[src/rtl/atto_bus_arbiter_pkg.sv]
// Shared definitions for the atto memory-bus arbiter.
//   - FSM state encoding
//   - requester port indices
//   - bus widths
//   - one-hot helper for the ack vector
package atto_bus_pkg;

  localparam int DATA_W    = 8;
  localparam int ADDR_W    = 16;
  localparam int PORT_CORE = 0;
  localparam int PORT_DMA  = 1;

  typedef enum logic [1:0] {
    IDLE   = 2'd0,
    ACCESS = 2'd1,
    DONE   = 2'd2
  } state_t;

  // Map a granted port index to its ack bit.
  function automatic logic [1:0] port_onehot(input logic port);
    return (port == 1'(PORT_DMA)) ? 2'b10 : 2'b01;
  endfunction

endpackage

[src/rtl/atto_bus_arbiter_if.sv]
// Bundles the two requester ports and the external memory pins.
//   - slave  : the arbiter side
//     - inputs  : requests, write enables, addresses, write data, pad data
//     - outputs : acks, read data, memory address/direction/data/enable
//   - master : the requesters plus the board memory (mirror image)
interface atto_bus_arbiter_if;
  import atto_bus_pkg::*;

  logic [1:0]        req;
  logic [1:0]        we;
  logic [ADDR_W-1:0] addr0;
  logic [ADDR_W-1:0] addr1;
  logic [DATA_W-1:0] wdata0;
  logic [DATA_W-1:0] wdata1;
  logic [1:0]        ack;
  logic [DATA_W-1:0] rdata;
  logic [ADDR_W-1:0] address_bus;
  logic              data_dir;
  logic [DATA_W-1:0] data_out;
  logic              data_oe;
  logic [DATA_W-1:0] data_in;

  modport slave (
    input  req, we, addr0, addr1, wdata0, wdata1, data_in,
    output ack, rdata, address_bus, data_dir, data_out, data_oe
  );

  modport master (
    output req, we, addr0, addr1, wdata0, wdata1, data_in,
    input  ack, rdata, address_bus, data_dir, data_out, data_oe
  );

endinterface

[src/rtl/atto_bus_arbiter_rr.sv]
// Combinational two-way grant selection.
//   i_req        : per-port request
//   i_last_grant : port served by the previous transaction
//   o_grant      : index of the winning port (only meaningful when i_req != 0)
// When both ports request:
//   - round-robin  : the port that was not served last wins
//   - fixed priority: port 0 always wins
module atto_rr_arbiter
  import atto_bus_pkg::*;
#(
  parameter int FIXED_PRIORITY = 0
) (
  input  logic [1:0] i_req,
  input  logic       i_last_grant,
  output logic       o_grant
);

  always_comb begin
    o_grant = 1'(PORT_CORE);
    case (i_req)
      2'b10:   o_grant = 1'(PORT_DMA);
      2'b11:   o_grant = (FIXED_PRIORITY != 0) ? 1'(PORT_CORE) : ~i_last_grant;
      default: o_grant = 1'(PORT_CORE);
    endcase
  end

endmodule

[src/rtl/atto_bus_arbiter.sv]
// Shares the external 8-bit data / 16-bit address memory bus between
// the core port (0) and the DMA/loader port (1).
//   i_clock : system clock, rising edge
//   i_reset : asynchronous, active-high reset
//   io_bus  : requester handshakes plus memory pins (slave modport)
//
// Every access takes WAIT_STATES+1 ACCESS cycles and then one DONE cycle,
// in which the granted port's ack bit pulses.
//
// state  | meaning
// -------+------------------------------------------------------------
// IDLE   | bus released; picks a grant as soon as any request is seen
// ACCESS | address (and write data) on the pins; counts wait states
// DONE   | one-cycle ack to the granted port; bus released
module atto_bus_arbiter
  import atto_bus_pkg::*;
#(
  parameter int WAIT_STATES    = 1,
  parameter int FIXED_PRIORITY = 0
) (
  input logic               i_clock,
  input logic               i_reset,
  atto_bus_arbiter_if.slave io_bus
);

  if (WAIT_STATES < 0 || WAIT_STATES > 15) begin : g_bad_wait_states
    $error("atto_bus_arbiter: WAIT_STATES must be within 0..15");
  end

  state_t            r_state;
  state_t            w_state_next;
  logic              w_load;
  logic              w_grant;
  logic              r_grant;
  logic              r_last_grant;
  logic              r_we;
  logic [ADDR_W-1:0] r_addr;
  logic [DATA_W-1:0] r_wdata;
  logic [3:0]        r_cnt;
  logic [DATA_W-1:0] r_rdata;
  logic [1:0]        r_ack;
  logic              w_drive;

  atto_rr_arbiter #(
    .FIXED_PRIORITY (FIXED_PRIORITY)
  ) u_rr (
    .i_req        (io_bus.req),
    .i_last_grant (r_last_grant),
    .o_grant      (w_grant)
  );

  always_comb begin
    w_state_next = r_state;
    w_load       = 1'b0;
    case (r_state)
      IDLE: begin
        if (io_bus.req != 2'b00) begin
          w_state_next = ACCESS;
          w_load       = 1'b1;
        end
      end
      ACCESS: begin
        if (r_cnt == 4'd0) w_state_next = DONE;
      end
      DONE:    w_state_next = IDLE;
      default: w_state_next = IDLE;
    endcase
  end

  always_ff @(posedge i_clock or posedge i_reset) begin
    if (i_reset) begin
      r_state      <= IDLE;
      r_grant      <= 1'b0;
      r_last_grant <= 1'b1;
      r_we         <= 1'b0;
      r_addr       <= '0;
      r_wdata      <= '0;
      r_cnt        <= 4'd0;
      r_rdata      <= '0;
      r_ack        <= 2'b00;
    end else begin
      r_state <= w_state_next;
      if (w_load) begin
        r_grant <= w_grant;
        r_we    <= io_bus.we[w_grant];
        r_addr  <= w_grant ? io_bus.addr1  : io_bus.addr0;
        r_wdata <= w_grant ? io_bus.wdata1 : io_bus.wdata0;
        r_cnt   <= 4'(WAIT_STATES);
      end else if (r_state == ACCESS && r_cnt != 4'd0) begin
        r_cnt <= r_cnt - 4'd1;
      end
      if (r_state == ACCESS && r_cnt == 4'd0 && !r_we) r_rdata <= io_bus.data_in;
      // ack is registered: it rises on the edge that enters DONE
      r_ack <= (r_state == ACCESS && r_cnt == 4'd0) ? port_onehot(r_grant) : 2'b00;
      if (r_state == DONE) r_last_grant <= r_grant;
    end
  end

  // Pad drive is decoded from the state register so an async reset
  // releases the data pins immediately.
  assign w_drive            = (r_state == ACCESS) && r_we;
  assign io_bus.data_oe     = w_drive;
  assign io_bus.data_dir    = ~w_drive;
  assign io_bus.data_out    = w_drive ? r_wdata : '0;
  assign io_bus.address_bus = r_addr;
  assign io_bus.ack         = r_ack;
  assign io_bus.rdata       = r_rdata;

endmodule

[src/flat_wrapper.sv]
// flat-port wrapper written by rule: the top's interface ports become plain ports
module atto_bus_arbiter_flat import atto_bus_pkg::*;
#(
  parameter int WAIT_STATES    = 1,
  parameter int FIXED_PRIORITY = 0
)
  (i_clock, i_reset, io_bus_req, io_bus_we, io_bus_addr0, io_bus_addr1, io_bus_wdata0, io_bus_wdata1, io_bus_data_in, io_bus_ack, io_bus_rdata, io_bus_address_bus, io_bus_data_dir, io_bus_data_out, io_bus_data_oe);
  atto_bus_arbiter_if io_bus_i ();
  input logic i_clock;
  input logic i_reset;
  input wire logic [$bits(io_bus_i.req)-1:0] io_bus_req;
  input wire logic [$bits(io_bus_i.we)-1:0] io_bus_we;
  input wire logic [$bits(io_bus_i.addr0)-1:0] io_bus_addr0;
  input wire logic [$bits(io_bus_i.addr1)-1:0] io_bus_addr1;
  input wire logic [$bits(io_bus_i.wdata0)-1:0] io_bus_wdata0;
  input wire logic [$bits(io_bus_i.wdata1)-1:0] io_bus_wdata1;
  input wire logic [$bits(io_bus_i.data_in)-1:0] io_bus_data_in;
  output wire logic [$bits(io_bus_i.ack)-1:0] io_bus_ack;
  output wire logic [$bits(io_bus_i.rdata)-1:0] io_bus_rdata;
  output wire logic [$bits(io_bus_i.address_bus)-1:0] io_bus_address_bus;
  output wire logic [$bits(io_bus_i.data_dir)-1:0] io_bus_data_dir;
  output wire logic [$bits(io_bus_i.data_out)-1:0] io_bus_data_out;
  output wire logic [$bits(io_bus_i.data_oe)-1:0] io_bus_data_oe;
  assign io_bus_i.req = io_bus_req;
  assign io_bus_i.we = io_bus_we;
  assign io_bus_i.addr0 = io_bus_addr0;
  assign io_bus_i.addr1 = io_bus_addr1;
  assign io_bus_i.wdata0 = io_bus_wdata0;
  assign io_bus_i.wdata1 = io_bus_wdata1;
  assign io_bus_i.data_in = io_bus_data_in;
  assign io_bus_ack = io_bus_i.ack;
  assign io_bus_rdata = io_bus_i.rdata;
  assign io_bus_address_bus = io_bus_i.address_bus;
  assign io_bus_data_dir = io_bus_i.data_dir;
  assign io_bus_data_out = io_bus_i.data_out;
  assign io_bus_data_oe = io_bus_i.data_oe;
  atto_bus_arbiter #(.WAIT_STATES(WAIT_STATES), .FIXED_PRIORITY(FIXED_PRIORITY)) u_core (.i_clock(i_clock), .i_reset(i_reset), .io_bus(io_bus_i));
endmodule
[config.mk]
export PLATFORM = sky130hd
export DESIGN_NAME = atto_bus_arbiter_flat
export DESIGN_NICKNAME = d
export VERILOG_FILES = /design/src/rtl/atto_bus_arbiter_pkg.sv /design/src/rtl/atto_bus_arbiter_if.sv /design/src/rtl/atto_bus_arbiter_rr.sv /design/src/rtl/atto_bus_arbiter.sv /design/src/flat_wrapper.sv
export SDC_FILE = /design/constraint.sdc
export NUM_CORES = 1
export LEC_CHECK = 0
export ABC_AREA = 0
export CAP_MARGIN = 25
export CORE_ASPECT_RATIO = 2
export CORE_MARGIN = 2
export CORE_UTILIZATION = 42
export DETAILED_ROUTE_END_ITERATION = 8
export GPL_ROUTABILITY_DRIVEN = 0
export PLACE_DENSITY = 0.93
export SETUP_SLACK_MARGIN = 0.2
export SYNTH_ARGS = -nofsm -noshare
export SYNTH_HDL_FRONTEND = slang
export SYNTH_SLANG_ARGS = --single-unit
[constraint.sdc]
create_clock -name i_clock -period 2 [get_ports i_clock]
set_input_delay 0.4 -clock i_clock [delete_from_list [all_inputs] [get_ports i_clock]]
set_output_delay 0.4 -clock i_clock [all_outputs]
set_load 0.01 [all_outputs]
==> flow_summary.json, run 1 <==
{
  "fill_cells": 412,
  "holdWs_ns": 0.4784,
  "fin_tns_setup_ns": 0,
  "syn-mean-instance-area_um2": 10.25,
  "globalRouteOverflowTotal": 0,
  "rows": 37,
  "core_area_um2": 5092,
  "first_global_vias": 2033,
  "grt_pass1_wl_mm": 9.501,
  "netlist-cell-type-count": 33,
  "net_count_of_the_mapped_netlist": 278,
  "number_of_antenna_violations_at_the_first_check_in_global_routing": 0,
  "met3_length_um": 180,
  "routedWlPerCell_um": 15.58,
  "cts.reportedPaths.clkPinSlew_ns": 0.08,
  "synth.ff_latch_count": 43,
  "grt_setup_unrepaired": "false",
  "p_per_area_nw_per_um2": 1413,
  "yosys_warnings": 0,
  "leak_nw": 1.378,
  "cp-start-kind": "flop",
  "drt_first_iter_violations": 51,
  "ctsLongestPathBuffers": 2,
  "cap_viol_max_count": 0,
  "floorplan.die_area_um2": 5852,
  "report.final.hold_viol_count": 0,
  "synth_area_um2": 2193,
  "normalized_max_slew_margin_pct": 64.07,
  "cts.sinks": 43,
  "achievable-frequency_ghz": 0.5881,
  "required_time_of_the_worst_setup_path_ns": 1.60,
  "vias": 1950,
  "timing.final.max_slew_violations": 0,
  "finalSetupViolations": 0,
  "port_buffers": 97,
  "hpwl_mm": 4.397,
  "finalWorstSetupSlack_ns": 0.2997,
  "initial_core_util_pct": 43.07,
  "vias_per_cell": 5.270,
  "detail_route.drc_violations": 0,
  "timing_worst_setup_path_type": "flop to output port",
  "wire_length_the_detailed_router_placed_on_met1_mm": 1.972,
  "routed_wirelength_mm": 5.765,
  "synth.yosys.seq_area_share_pct": 49.12,
  "cts_hold_buf": 0,
  "placed_instances": 361,
  "antenna_cells_inserted": 0,
  "cp_data_arrival_time_ns": 1.30,
  "floorplan.die.width_um": 55.10,
  "setup.worst_path.end_class": "output port",
  "finalWorstPathRequiredPeriod_ns": 1.700,
  "layoutNonFillerInstCount": 370,
  "vdd.ir_drop.worst_uv": 943.1,
  "ios": 98,
  "finClkSkew_ns": 0.009640,
  "worstHoldPathType": "flop to flop",
  "highest_layer": "met4",
  "grt_use_total_pct": 22.10,
  "drive_above_1_share_pct": 19.55,
  "cts_made_buffers": 5,
  "critical_path.max_fanout": 8,
  "final.period_utilization_pct": 85.02,
  "postRouteAntennaNets": 0,
  "htree_num_levels": 2,
  "die_h_um": 106.2,
  "detailedPlace.worstSlack_ns": 0.09363,
  "final_net_count": 375,
  "layout_area_growth_over_synthesis_pct": 49.52,
  "largest_net_degree_at_the_start_of_global_routing": 44,
  "status": "complete, no violations",
  "tritoncts": "done",
  "syn-instance-count": 214,
  "firstDrtPassIters": 6,
  "met2WireLength_mm": 3.426,
  "clock-root-buffer": "sky130_fd_sc_hd__clkbuf_8",
  "worst_pin_slew_ns": 0.5390,
  "clkLatencyLatePin_ns": 0.29
}
-- cells in the mapped netlist --
cell / count / area [um2]
sky130_fd_sc_hd__or2_1: 1 / 6.260
sky130_fd_sc_hd__nand2_1: 52 / 195.2
sky130_fd_sc_hd__dfstp_2: 1 / 26.28
sky130_fd_sc_hd__clkbuf_1: 7 / 26.28
sky130_fd_sc_hd__nor2_4: 1 / 11.26
sky130_fd_sc_hd__nand2b_1: 2 / 12.51
sky130_fd_sc_hd__and2_4: 1 / 8.760
sky130_fd_sc_hd__a31oi_2: 19 / 237.7
sky130_fd_sc_hd__o21ai_0: 1 / 5.000
sky130_fd_sc_hd__nand4b_1: 2 / 17.52
sky130_fd_sc_hd__and2_1: 1 / 6.260
sky130_fd_sc_hd__o211ai_1: 1 / 7.510
sky130_fd_sc_hd__or3b_1: 1 / 8.760
sky130_fd_sc_hd__buf_2: 2 / 10.01
sky130_fd_sc_hd__nor3_1: 3 / 15.01
sky130_fd_sc_hd__nand4b_2: 1 / 15.01
sky130_fd_sc_hd__a21boi_2: 1 / 11.26
sky130_fd_sc_hd__a21oi_2: 1 / 8.760
sky130_fd_sc_hd__buf_4: 2 / 15.01
sky130_fd_sc_hd__a21bo_2: 2 / 20.02
sky130_fd_sc_hd__a221oi_1: 1 / 8.760
sky130_fd_sc_hd__dfrtp_1: 42 / 1051
sky130_fd_sc_hd__nor2b_1: 3 / 18.77
sky130_fd_sc_hd__a31oi_1: 7 / 43.79
sky130_fd_sc_hd__ha_1: 2 / 25.02
sky130_fd_sc_hd__mux2_2: 10 / 112.6
sky130_fd_sc_hd__a21oi_1: 26 / 130.1
sky130_fd_sc_hd__inv_1: 4 / 15.01
sky130_fd_sc_hd__nor2_1: 1 / 3.750
sky130_fd_sc_hd__a21o_1: 1 / 7.510
sky130_fd_sc_hd__clkbuf_2: 1 / 5.000
sky130_fd_sc_hd__and3_1: 10 / 62.56
sky130_fd_sc_hd__buf_6: 4 / 45.04
-- metal layers --
layer | vias up | global-route usage, %
li1 | 943 | -
met4 | 0 | 9.582
met5 | - | 0
met2 | 58 | 38.86
met1 | 935 | 24.61
met3 | 14 | 3.511
-- logic make-up after synthesis --
kind of cell / count (synthesis) / synth area share [%]
simple gates: 79 / 17.40
compound gates: 60 / 21.91
flops: 43 / 49.12
buf+inv: 20 / 5.305
mux: 10 / 5.134
fa+ha+maj: 2 / 1.141
-- cell type report --
class	count	area (um2)	area share, %
Clock buffer	7	76.32	2.327
Clock inverter	1	5.005	0.1526
Inverter	4	15.01	0.4578
Multi-Input combinational cell	151	1002	30.56
Sequential cell	43	1079	32.89
Tap cell	58	72.57	2.213
Timing Repair Buffer	106	1030	31.40
-- repair_timing --
action | CTS | global route
setup endpoints to repair | 10 | 8
buffers inserted | 1 | 0
resized for setup | 18 | 10
-- sequential cells by signal (all words and copies together) (netlist names) --
| name | cells |
|---|---|
| u_core.io_bus.ack | 2 |
| u_core.io_bus.address_bus | 16 |
| u_core.io_bus.rdata | 8 |
| u_core.r_cnt | 4 |
| u_core.r_grant | 1 |
| u_core.r_last_grant | 1 |
| u_core.r_state | 2 |
| u_core.r_wdata | 8 |
| u_core.r_we | 1 |
-- path summary, 6_finish.rpt --
| kind | startpoint | endpoint | slack [ns] | depth (start not counted) |
|---|---|---|---|---|
| max | u_core.r_state[0] | io_bus_data_dir | 0.30 | 4 |
| min in group asynchronous | i_reset | u_core.io_bus.rdata[1] | 0.54 | 3 |
| max reg2reg | u_core.r_cnt[0] | u_core.io_bus.rdata[3] | 0.32 | 5 |
| max in group asynchronous | i_reset | u_core.r_we | 1.06 | 3 |
| min reg2reg | u_core.r_grant | u_core.io_bus.ack[0] | 0.48 | 1 |
| min | u_core.r_grant | u_core.io_bus.ack[0] | 0.48 | 1 |
-- report_power, final --
group	switching, mW	internal (mW)	leakage, nW
Clock	0.283	0.245	0.0422
Sequential	0.263	1.31	0.496
Combinational	1.20	1.34	0.840
-- layout by cell type, fill, tap and decap left out, drive strengths merged --
| cell | synthesis | layout |
|---|---|---|
| clkdlybuf4s50 | 0 | 87 |
| nand2 | 52 | 52 |
| dfrtp | 42 | 42 |
| a21oi | 27 | 27 |
| a31oi | 26 | 26 |
| clkbuf | 8 | 14 |
| and3 | 10 | 10 |
| mux2 | 10 | 10 |
| buf | 8 | 9 |
| nor3 | 3 | 3 |
| inv | 4 | 3 |
| nand4b | 3 | 3 |
| nor2b | 3 | 3 |
| a21bo | 2 | 2 |
| nand2b | 2 | 2 |
| ha | 2 | 2 |
| dlygate4sd2 | 0 | 2 |
| nor2 | 2 | 2 |
| and2 | 2 | 2 |
| clkinv | 0 | 2 |
| or2 | 1 | 1 |
| a21boi | 1 | 1 |
| o21ai | 1 | 1 |
| o211ai | 1 | 1 |
| or3b | 1 | 1 |
| a221oi | 1 | 1 |
| a21o | 1 | 1 |
| clkdlybuf4s15 | 0 | 1 |
| dfstp | 1 | 1 |
-- critical path: stages, from the launching register on --
cell and delay [ns]:
sky130_fd_sc_hd__dfrtp_1 0.38, sky130_fd_sc_hd__nor2b_2 0.17, sky130_fd_sc_hd__buf_6 0.13, sky130_fd_sc_hd__nand2_1 0.08, sky130_fd_sc_hd__clkdlybuf4s15_1 0.25
-- stage by stage --
step                      util, %  power [mW]  cell area, um2
final                       64.40       4.635            3279
after global routing        64.40       4.948            3279
after CTS                   65.01       4.702            3311
after detailed placement    63.24       4.207            3221
after global placement      63.24       4.106            3221
after floorplan                 -       2.998            2193
Power figures use the tool's default switching activity.
==> run 2: changes to the inputs <==
--- a/config.mk
+++ b/config.mk
@@ -9,10 +9,10 @@
 export CAP_MARGIN = 25
 export CORE_ASPECT_RATIO = 2
 export CORE_MARGIN = 2
-export CORE_UTILIZATION = 42
+export CORE_UTILIZATION = 45
 export DETAILED_ROUTE_END_ITERATION = 8
 export GPL_ROUTABILITY_DRIVEN = 0
-export PLACE_DENSITY = 0.93
+export PLACE_DENSITY = 0.95
 export SETUP_SLACK_MARGIN = 0.2
 export SYNTH_ARGS = -nofsm -noshare
 export SYNTH_HDL_FRONTEND = slang
==> constraint.sdc (replaced) <==
create_clock -name i_clock -period 2.1 [get_ports i_clock]
set_input_delay 0.42 -clock i_clock [delete_from_list [all_inputs] [get_ports i_clock]]
set_output_delay 0.42 -clock i_clock [all_outputs]
set_load 0.01 [all_outputs]
==> flow_summary.json, run 2 (synthesized netlist as in run 1, its figures left out) <==
{
  "cts_hold_buf": 0,
  "finClkSkew_ns": 0.003103,
  "timing_worst_setup_path_type": "flop to output port",
  "htree_num_levels": 2,
  "finalSetupViolations": 0,
  "vdd.ir_drop.worst_uv": 789.9,
  "detailedPlace.worstSlack_ns": 0.1749,
  "fin_tns_setup_ns": 0,
  "largest_reg_flops": 16,
  "cts.reportedPaths.clkPinSlew_ns": 0.08,
  "drive_above_1_share_pct": 19.62,
  "core_area_um2": 4775,
  "globalRouteOverflowTotal": 0,
  "clkLatencyLatePin_ns": 0.29,
  "rows": 36,
  "routedWlPerCell_um": 15.65,
  "required_time_of_the_worst_setup_path_ns": 1.68,
  "most_common_cell_after_layout_fill_and_taps_aside": "sky130_fd_sc_hd__clkdlybuf4s50_1",
  "setup.worst_path.end_class": "output port",
  "first_global_vias": 2143,
  "worst_pin_slew_ns": 0.4816,
  "achievable-frequency_ghz": 0.5445,
  "finalWorstPathRequiredPeriod_ns": 1.837,
  "final_net_count": 379,
  "ctsLongestPathBuffers": 2,
  "largest_net_degree_at_the_start_of_global_routing": 27,
  "cp_data_arrival_time_ns": 1.42,
  "tritoncts": "done",
  "detail_route.drc_violations": 0,
  "design_power_total_mw": 4.488,
  "ios": 98,
  "leak_nw": 1.406,
  "critical_path.max_fanout": 8,
  "fill_cells": 360,
  "grt_pass1_wl_mm": 9.784,
  "cts_made_buffers": 5,
  "grt_use_total_pct": 24.17,
  "firstDrtPassIters": 4,
  "vias_per_cell": 5.456,
  "p_per_area_nw_per_um2": 1348,
  "floorplan.die_area_um2": 5482,
  "clock-root-buffer": "sky130_fd_sc_hd__clkbuf_8",
  "layout_area_growth_over_synthesis_pct": 51.74,
  "final.period_utilization_pct": 87.46,
  "initial_core_util_pct": 45.94,
  "vias": 2035,
  "postRouteAntennaNets": 0,
  "cp-start-kind": "flop",
  "normalized_max_slew_margin_pct": 67.90,
  "routed_wirelength_mm": 5.836,
  "worstHoldPathType": "input port to async pin",
  "number_of_antenna_violations_at_the_first_check_in_global_routing": 0,
  "timing.final.max_slew_violations": 0,
  "antenna_cells_inserted": 0,
  "report.final.hold_viol_count": 0,
  "die_h_um": 102.7,
  "floorplan.die.width_um": 53.37,
  "drt_first_iter_violations": 43,
  "hpwl_mm": 4.485,
  "port_buffers": 97,
  "cts.sinks": 43,
  "grt_setup_unrepaired": "false",
  "status": "complete, no violations",
  "finalWorstSetupSlack_ns": 0.2634,
  "cap_viol_max_count": 0,
  "mostFrequentLayoutCells": "sky130_fd_sc_hd__clkdlybuf4s50_1 (87), sky130_fd_sc_hd__nand2_1 (52), sky130_fd_sc_hd__dfrtp_1 (42)"
}
run 2: timing repair:
| item | 4_1_cts | 5_1_grt |
|---|---|---|
| pin swaps | 0 | 0 |
| gates cloned | 0 | 0 |
| gates resized for setup | 11 | 7 |
| setup endpoints to repair | 10 | 5 |
| hold endpoints to repair | 0 | 0 |
| buffers inserted | 4 | 0 |
run 2: power by group:
part           switching (mW)  total (mW)  internal (mW)
Sequential              0.270        1.51           1.24
Clock                   0.281       0.512          0.231
Combinational            1.14        2.46           1.32
Total                    1.70        4.49           2.79
run 2: layer usage:
layer  part of all wire (%)  GRT usage (%)
met5                      0              0
met2                     53          43.11
met4                    2.0          10.45
met3                    8.5          5.652
met1                     36          26.17
run 2: final cells by class:
class	instances	area [um2]	share of cell area (%)
clock buffer	5	68.82	2.068
tap	57	71.32	2.143
clock inverter	3	20.02	0.6015
inverter	4	15.01	0.4511
sequential	43	1077	32.37
timing repair buffer	110	1074	32.26
multi-input combinational	151	1002	30.11
run 2: final timing paths:
check / startpoint / endpoint / slack [ns] / cells past startpoint
max: u_core.r_state[0] / io_bus_data_out[2] / 0.26 / 4
min: i_reset / u_core.io_bus.rdata[0] / 0.37 / 2
max reg2reg: u_core.r_cnt[0] / u_core.io_bus.rdata[6] / 0.34 / 5
min reg2reg: u_core.r_grant / u_core.io_bus.ack[0] / 0.47 / 1
max in group asynchronous: i_reset / u_core.r_wdata[0] / 1.16 / 3
min in group i_clock: u_core.r_grant / u_core.io_bus.ack[0] / 0.47 / 1
run 2: worst max-delay path, stage by stage, from the launching register on:
cell	delay (ns)
sky130_fd_sc_hd__dfrtp_1	0.38
sky130_fd_sc_hd__nor2b_2	0.15
sky130_fd_sc_hd__buf_6	0.13
sky130_fd_sc_hd__and3_1	0.18
sky130_fd_sc_hd__dlygate4sd2_1	0.28
run 2: per-stage QoR:
stage	instance area [um2]	hold slack [ns]	utilization, %	instances
after CTS	3337	0.3638	69.89	373
after global placement	3227	0.4532	67.58	361
after global routing	3328	0.4035	69.71	373
after detailed placement	3227	0.4667	67.58	361
final	3328	0.3653	69.71	373
after floorplan	2193	0.4302	-	214
